[src/rtl/enff_bank_wr_arbiter.sv]
// enff_bank_wr_arbiter
// Round-robin write arbiter for a small enable-flip-flop register bank.
// Each write takes two cycles. In IDLE one requester is granted and its
// address and data are captured. In WRITE a one-hot word enable and an
// ack pulse are driven, and the chosen word loads at the end of that cycle.
// A registered read port returns the old word contents when a read hits the
// word being written in the same cycle.
module enff_bank_wr_arbiter #(
   parameter int NREQ = 4,
   parameter int AW   = 2,
   parameter int DW   = 8
) (
   input  logic                 clk,
   input  logic                 rst,
   input  logic [NREQ-1:0]      req,
   input  logic [NREQ*AW-1:0]   wr_addr,
   input  logic [NREQ*DW-1:0]   wr_data,
   output logic [NREQ-1:0]      ack,
   output logic [(2**AW)-1:0]   we,
   output logic [DW-1:0]        wdata,
   input  logic [AW-1:0]        rd_addr,
   output logic [DW-1:0]        rd_data
);

   localparam int DEPTH = 2**AW;
   localparam int GW    = (NREQ > 1) ? $clog2(NREQ) : 1;

   localparam logic [0:0] IDLE  = 1'b0;
   localparam logic [0:0] WRITE = 1'b1;

   // NREQ widened by one bit so the wrapped scan index never overflows
   localparam logic [GW:0]   NREQ_W = (GW+1)'(NREQ);
   localparam logic [GW-1:0] LAST_G = GW'(NREQ-1);

   logic [0:0]       state_q, state_d;
   logic [GW-1:0]    grant_q, grant_d;
   logic [GW-1:0]    ptr_q, ptr_d;
   logic [NREQ-1:0]  ack_q, ack_d;
   logic [DEPTH-1:0] we_q, we_d;
   logic [DW-1:0]    wdata_q, wdata_d;
   logic [DW-1:0]    rd_data_q, rd_data_d;

   logic             win_found;
   logic [GW-1:0]    win_idx;
   logic [GW:0]      scan;

   logic [DW-1:0]    bank_rd [DEPTH];

   // Rotating priority: scan from ptr upward with wrap, first set req wins
   always_comb begin
      win_found = 1'b0;
      win_idx   = '0;
      scan      = '0;
      for (int k = 0; k < NREQ; k++) begin
         scan = {1'b0, ptr_q} + (GW+1)'(k);
         if (scan >= NREQ_W) begin
            scan = scan - NREQ_W;
         end
         if (!win_found && req[scan[GW-1:0]]) begin
            win_found = 1'b1;
            win_idx   = scan[GW-1:0];
         end
      end
   end

   // Sequencer: capture winner in IDLE, then present we/ack for one WRITE cycle
   always_comb begin
      state_d = state_q;
      grant_d = grant_q;
      ptr_d   = ptr_q;
      ack_d   = '0;
      we_d    = '0;
      wdata_d = wdata_q;
      case (state_q)
         IDLE: begin
            if (win_found) begin
               grant_d = win_idx;
               wdata_d = wr_data[win_idx*DW +: DW];
               ack_d   = NREQ'(1) << win_idx;
               we_d    = DEPTH'(1) << wr_addr[win_idx*AW +: AW];
               state_d = WRITE;
            end
         end
         WRITE: begin
            // The winner drops to lowest priority for the next arbitration
            ptr_d   = (grant_q == LAST_G) ? '0 : grant_q + 1'b1;
            state_d = IDLE;
         end
         default: begin
            state_d = IDLE;
         end
      endcase
   end

   // Control and output registers
   always_ff @(posedge clk) begin
      if (rst) begin
         state_q <= IDLE;
         grant_q <= '0;
         ptr_q   <= '0;
         ack_q   <= '0;
         we_q    <= '0;
         wdata_q <= '0;
      end else begin
         state_q <= state_d;
         grant_q <= grant_d;
         ptr_q   <= ptr_d;
         ack_q   <= ack_d;
         we_q    <= we_d;
         wdata_q <= wdata_d;
      end
   end

   // Storage: one enable flip-flop word per address, loaded by its we bit
   genvar gi;
   generate
      for (gi = 0; gi < DEPTH; gi++) begin : g_word
         logic [DW-1:0] word_q, word_d;

         // Load wdata when this word's enable is high, otherwise hold
         always_comb begin
            word_d = we_q[gi] ? wdata_q : word_q;
         end

         // Word register
         always_ff @(posedge clk) begin
            if (rst) begin
               word_q <= '0;
            end else begin
               word_q <= word_d;
            end
         end

         assign bank_rd[gi] = word_q;
      end
   endgenerate

   // Read mux samples pre-write contents, so read-during-write returns old data
   always_comb begin
      rd_data_d = bank_rd[rd_addr];
   end

   // Registered read data
   always_ff @(posedge clk) begin
      if (rst) begin
         rd_data_q <= '0;
      end else begin
         rd_data_q <= rd_data_d;
      end
   end

   assign ack     = ack_q;
   assign we      = we_q;
   assign wdata   = wdata_q;
   assign rd_data = rd_data_q;

endmodule

[config.mk]
export PLATFORM = sky130hd
export DESIGN_NAME = enff_bank_wr_arbiter
export DESIGN_NICKNAME = d
export VERILOG_FILES = /design/src/rtl/enff_bank_wr_arbiter.sv
export SDC_FILE = /design/constraint.sdc
export NUM_CORES = 1
export LEC_CHECK = 0
export CAP_MARGIN = 10
export CORE_MARGIN = 8
export CORE_UTILIZATION = 50
export CTS_CLUSTER_SIZE = 25
export DETAILED_ROUTE_END_ITERATION = 8
export PLACE_DENSITY = 0.83
export RECOVER_POWER = 25
export SETUP_SLACK_MARGIN = 0.02
export SLEW_MARGIN = 10
export SYNTH_ARGS = -nofsm -noshare
export SYNTH_HDL_FRONTEND = slang
export SYNTH_SLANG_ARGS = --single-unit
[constraint.sdc]
create_clock -name clk -period 2.6 [get_ports clk]
set_input_delay 0.52 -clock clk [delete_from_list [all_inputs] [get_ports clk]]
set_output_delay 0.52 -clock clk [all_outputs]
set_load 0.005 [all_outputs]
==> results of run 1 <==
==> kinds of logic (layout without fill, tap and decap cells) <==
family          count (synthesis)  after routing  share of synthesized area (%)
simple gates                   90             90                           16.4
flops                          61             61                           46.5
mux                            58             58                           25.9
compound gates                 26             26                           8.11
buf+inv                        14             98                           2.53
fa+ha+maj                       1              1                          0.477
==> worst reg2reg max path, stage by stage (launching register included) <==
cell and delay [ns]:
dfxtp_1 0.42, mux2i_1 0.24, or2_1 0.18, nand3_2 0.40, and3_2 0.37, a211oi_1 0.19
==> synthesized netlist by cell type (all sizes together) <==
cell    count
dfxtp      61
mux2i      50
nor2       43
nand2      17
clkbuf     11
nor2b       9
mux4        8
o221ai      7
nand3       6
o211ai      4
o21ai       3
a211oi      2
a22oi       2
and2        2
and3        2
and4        2
inv         2
o31a        2
or2b        2
or4         2
a211o       1
a21o        1
a21oi       1
buf         1
ha          1
nand2b      1
nor3        1
nor4        1
o211a       1
o21ba       1
o21bai      1
or2         1
or3         1
==> per-stage QoR <==
step | utilization (%) | cells | hold slack, ns | setup WS [ns]
2_1_floorplan | - | 250 | 0.426 | 0.655
4_1_cts | 72.4 | 404 | 0.464 | 0.431
6_report | 72.4 | 404 | 0.472 | 0.419
5_1_grt | 72.4 | 404 | 0.516 | 0.271
3_5_place_dp | 67.6 | 388 | 0.453 | 0.0666
3_3_place_gp | 67.6 | 388 | 0.439 | 0.130
==> power by group through the flow <==
stage / Clock [uW] / Combinational, uW / Sequential, uW
after CTS: 1010 / 389 / 1030
final: 995 / 385 / 1030
after detailed placement: 0 / 386 / 1050
after global routing: 1060 / 416 / 1040
after floorplan: 0 / 205 / 1040
after global placement: 0 / 380 / 1050
==> registers in the layout, summed over array words and instances (netlist names) <==
| name | count |
|---|---|
| grant_q | 2 |
| ptr_q | 2 |
| ack | 4 |
| state_q | 1 |
| g_word.word_q | 32 |
| we | 4 |
| rd_data | 8 |
| wdata | 8 |
==> layer usage <==
| metal | GRT usage [%] | up-vias | part of all wire [%] | routed length, microns |
|---|---|---|---|---|
| li1 | - | 1048 | - | - |
| met1 | 18.8 | 1011 | 41 | 2590 |
| met2 | 29.3 | 65 | 51 | 3230 |
| met3 | 4.92 | 15 | 5.5 | 351 |
| met4 | 11.8 | 0 | 3.3 | 211 |
| met5 | 0 | - | 0 | 0 |
==> final timing paths <==
path | to | slack [ns]
setup / recovery | wdata[7]$_SDFFE_PP0P_ | 0.42
hold / removal | grant_q[1]$_SDFFE_PP0P_ | 0.47
setup reg to reg | we[3]$_SDFF_PP0_ | 0.72
hold reg to reg | grant_q[1]$_SDFFE_PP0P_ | 0.47
==> final cells by class <==
type | count | area (sq um) | area share [%]
inverter | 2 | 7.51 | 0.204
sequential | 61 | 1220 | 33.3
clock inverter | 3 | 65.1 | 1.77
clock buffer | 13 | 179 | 4.87
timing repair buffer | 80 | 776 | 21.1
tap | 70 | 87.6 | 2.39
multi-input combinational | 175 | 1340 | 36.4
==> metrics, run 1 <==
status=finished clean; Min-Delay Path Class=reg2reg; reg-to-reg critical path startpoint=ptr_q[1]$_SDFFE_PP0P_; CTS Buf Count=9; PD cells=between 600 and 700 mW/mm^2; Slew HR=44.3%; area delta synth->final=40.0%; Hold Violations, Final=0; core footprint=a little over 0.005 sq mm; ANT nets after route=0; worst slew pin tran=approximately 0.84 ns; grt ovf=0; initial antenna violation count=0; Final Max Slew Viols=0; largest net degree at the start of global routing=44; register area share after synthesis=between 40 and 50%; Worst-path clk slew=about 0.060 ns; Synthesis Warnings=0; switching pwr=around 560 uW; Sequential Power Share=between 40% and 50%; CP max-delay cell=clkdlybuf4s50_1; critical path depth=6; crit path max fanout=9; fin area=between 0.003 and 0.004 sq mm; Top delay family on crit path=simple AND/OR/NAND/NOR gates; DR vias=roughly 2100; most common cell after layout, fill and taps aside=clkdlybuf4s50_1; crit path kind=in2reg; Post-Syn Instances=250; IO Pins=72; Comb power frac=between 15 and 20%; Clock Latency Late Sink=0.34 ns; CTS H-tree lvls=3; Inserted Diodes=0; DRT iter0 DRCs=between 100 and 150; Setup TNS=0 ns; final critical-path share of the clock period=a little over four fifths; Final Setup Violations=0; CP max stage delay=approximately 0.54 ns; DP HPWL=between 4000 and 5000 microns; die span in y=between 80 and 90 microns; unrepaired setup endpoints after global routing=false; post-synthesis net count=roughly 300; CP startpoint kind=input port; vias per cell=5.29; global-route wire length before repair=between 10000 and 15000 microns; Gates resized, CTS repair=0; Arrival @ worst endpoint=about 2.4 ns; Setup crit end kind=flip-flop; drt pass-1 iters=4; Final Power=approximately 2400 uW; post-synth cell types=40; Worst VDD drop=0.000413 V; # nets final=about 380; CP Launch Point=req[2]; CP cell instances=clkdlybuf4s50_1, or2b_1, o211a_1, nor2_1, nand2_1, o221ai_1; WL final=6380 microns; clock network power share=roughly 41%; skew final=about 0.0089 ns; max_cap viols=0; Req. time, crit path=2.86 ns; Clock Tree Buf Depth=2; DR WL/cell=15.8 microns; fillers=approximately 390; leakage=about 0.0014 uW; initial core utilization=around 52%; IO Port Bufs=71; Total GRT Usage=roughly 18%; worst path buffer plus inverter count=1; #FFs+latches synth=61; post-placement cell area=0.00343 sq mm; largest cells by area after synthesis=dfxtp_1 47%, mux2i_1 19%, mux4_2 6.9%; Synth top area share=between 40% and 50%; gpl congestion=about 0.96; vias in the first global route=2199; die width=88.4 microns; CTS sink count=between 60 and 70; share of layout cells above drive strength 1=about an eighth; WHS Path Cells=2; Int Power=between 1500 and 2000 uW; Sw Ratio=between 20% and 30%; minimum clock period=2.18 ns; CTS root buffer=clkbuf_8; syn_area_per_cell=10.5 sq um; die area=a little under 0.008 sq mm; dominant cell type by area after synthesis=dfxtp_1; Post-Syn Area=~0.0026 sq mm; hold_buf cts=0; row cnt=26; FF-to-FF path depth=5; Fmax=~0.46 GHz; min-delay src=grant_q[1]$_SDFFE_PP0P_; CTS tree=done; DRC Markers=0; total setup buffers inserted after CTS=0; most frequent cells in the layout=70 x clkdlybuf4s50_1, 61 x dfxtp_1, 50 x mux2i_1
No activity file was read; power rests on OpenSTA's default activity.
==> run 2: changes to the inputs <==
--- a/config.mk
+++ b/config.mk
@@ -7,10 +7,10 @@
 export LEC_CHECK = 0
 export CAP_MARGIN = 10
 export CORE_MARGIN = 8
-export CORE_UTILIZATION = 50
+export CORE_UTILIZATION = 43
 export CTS_CLUSTER_SIZE = 25
 export DETAILED_ROUTE_END_ITERATION = 8
-export PLACE_DENSITY = 0.83
+export PLACE_DENSITY = 0.76
 export RECOVER_POWER = 25
 export SETUP_SLACK_MARGIN = 0.02
 export SLEW_MARGIN = 10
==> constraint.sdc (replaced) <==
create_clock -name clk -period 1.9 [get_ports clk]
set_input_delay 0.38 -clock clk [delete_from_list [all_inputs] [get_ports clk]]
set_output_delay 0.38 -clock clk [all_outputs]
set_load 0.005 [all_outputs]
==> metrics, run 2 (synthesized netlist as in run 1, its figures left out) <==
initial antenna violation count=0 (unchanged); Final Max Slew Viols=0 (unchanged); Min-Delay Path Class=reg2reg; unrepaired setup endpoints after global routing=true; die area=0.00886 sq mm (+13%); CTS Buf Count=9 (unchanged); register area=0.00122 sq mm (+0.10%); post-layout util=65.4% (-6.9 points); switching pwr=794 uW (+41%); PD cells=868 mW/mm^2 (+32%); Sw Ratio=23.6% (+0.22 points); CTS sink count=61 (unchanged); area delta synth->final=47.7%; crit path kind=in2reg; register-to-register path setup slack=0.11 ns (-0.61 ns); Worst VDD drop=0.000738 V (+79%); CTS root buffer=clkbuf_8; max_cap viols=0 (unchanged); largest net degree at the start of global routing=44 (unchanged); Setup crit end kind=flip-flop; WHS Path Cells=2 (unchanged); most common cell after layout, fill and taps aside=clkdlybuf4s50_1; Final Power=3360 uW (+39%); die span in y=94.1 microns (+6.4%); Cell Count Post-Placement=411 (+5.9%); Int Power=2570 uW (+39%); global-route wire length before repair=11100 microns (+8.9%); die width=94.1 microns (+6.4%); Inserted Diodes=0 (unchanged); Slew HR=71.5% (+27 points); final worst slack=0.0189 ns (-0.400 ns); drt pass-1 iters=4 (unchanged); vias in the first global route=2381 (+8.3%); CTS H-tree lvls=3 (unchanged); ANT nets after route=0 (unchanged); grt ovf=0 (unchanged); IO Pins=72 (unchanged); row cnt=28 (+7.7%); DRC Markers=0 (unchanged); status=finished clean; Total GRT Usage=16.1% (-1.4 points); clock network power share=40.1% (-1.2 points); core footprint=0.00592 sq mm (+17%); skew final=0.00768 ns (-0.00117 ns); vias per cell=5.16 (-2.6%); minimum clock period=~1.9 ns; crit path max fanout=4 (-5); Sequential Power Share=42.1% (-0.7 points); Setup TNS=0 ns (unchanged); r2r endpoint=we[1]$_SDFF_PP0_; DR vias=2208 (+3.2%); Fmax=approximately 0.53 GHz; gpl congestion=0.839 (-12%); leakage=0.00153 uW (+7.2%); Req. time, crit path=2.15 ns (-0.71 ns); Hold Violations, Final=0 (unchanged); # nets final=398 (+5.3%); Comb power frac=17.7% (+1.8 points); WL final=6730 microns (+5.5%); reg-to-reg critical path startpoint=ptr_q[1]$_SDFFE_PP0P_; initial core utilization=44.3% (-7.4 points); Reg with most FFs=g_word.word_q; DRT iter0 DRCs=65 (-46%); Place WS=-0.463 ns (-0.530 ns); Worst-path clk slew=0.07 ns (about the same); fillers=483 (+25%); max reg flops=32 (unchanged); CTS tree=done; Hold Path Sink=grant_q[1]$_SDFFE_PP0P_; min-delay src=grant_q[1]$_SDFFE_PP0P_; hold_buf cts=0 (unchanged); Arrival @ worst endpoint=2.14 ns (-0.30 ns); area of the multi-input gates=0.00137 sq mm (+2.6%); Clock Tree Buf Depth=2 (unchanged); CP startpoint kind=input port; Clock Latency Late Sink=0.33 ns (about the same); most frequent cells in the layout=69 x clkdlybuf4s50_1, 60 x dfxtp_1, 50 x mux2i_1; fin cells=428 (+5.9%); Final Setup Violations=0 (unchanged); IO Port Bufs=71 (unchanged); DR WL/cell=15.7 microns (-0.43%); final critical-path share of the clock period=between 90 and 100%; share of layout cells above drive strength 1=19.3% (+6.4 points); worst slew pin tran=0.428 ns (-0.408 ns); FF-to-FF path depth=5 (unchanged); DP HPWL=5130 microns (+8.3%)
-- run 2: area by class of cell --
class	count	share of cell area [%]
clock buffer	11	3.39
multi-input combinational	175	35.4
inverter	2	0.194
sequential	61	31.5
clock inverter	4	2.52
tap	75	2.42
timing repair buffer	100	24.5
-- run 2: worst max-delay path, cell delays in order --
cell and delay (ns):
clkdlybuf4s50_1 0.43, buf_4 0.16, nand2b_4 0.14, o211ai_2 0.17, nand2_1 0.10, or4_4 0.53, a211oi_2 0.23
-- run 2: timing repair --
item	CTS	global route
endpoints found under the setup margin	8	10
setup buffers	1	1
pin swaps	1	4
gates resized for setup	5	7
-- run 2: how the worst max path moves through the flow --
stage | startpoint | to | slack (ns) | cells after the start
floorplan | rst | we[1]$_SDFF_PP0_ | 0.09 | 4
global placement | req[2] | we[1]$_SDFF_PP0_ | -0.41 | 6
detailed placement | req[2] | we[1]$_SDFF_PP0_ | -0.46 | 6
CTS | req[1] | we[1]$_SDFF_PP0_ | 0.02 | 7
global route | req[1] | we[1]$_SDFF_PP0_ | -0.03 | 7
finish | req[1] | we[1]$_SDFF_PP0_ | 0.02 | 7
-- run 2: metrics by stage --
stage          hold slack (ns)  cell area [sq um]
2_1_floorplan            0.426               2620
3_3_place_gp             0.437               3600
3_5_place_dp             0.450               3600
4_1_cts                  0.458               3840
5_1_grt                  0.482               3870
6_report                 0.454               3870
-- run 2: routing by layer --
layer	part of all wire (%)	GRT usage, %
met5	0	0
met4	1.9	8.06
met3	4.5	3.76
met2	51	27.7
met1	43	18.2
-- run 2: power groups by stage --
| stage | Combinational [uW] | Sequential (uW) | Clock (uW) |
|---|---|---|---|
| after floorplan | 280 | 1420 | 0 |
| after global placement | 574 | 1440 | 0 |
| after detailed placement | 583 | 1440 | 0 |
| after CTS | 591 | 1420 | 1370 |
| after global routing | 645 | 1430 | 1430 |
| final | 597 | 1420 | 1350 |
==> run 3: changes to the inputs <==
--- a/config.mk
+++ b/config.mk
@@ -5,7 +5,7 @@
 export SDC_FILE = /design/constraint.sdc
 export NUM_CORES = 1
 export LEC_CHECK = 0
-export CAP_MARGIN = 10
+export CAP_MARGIN = 20
 export CORE_MARGIN = 8
 export CORE_UTILIZATION = 43
 export CTS_CLUSTER_SIZE = 25
==> results of run 3 <==
Final layout, timing and power as in run 2 (identical DEF).
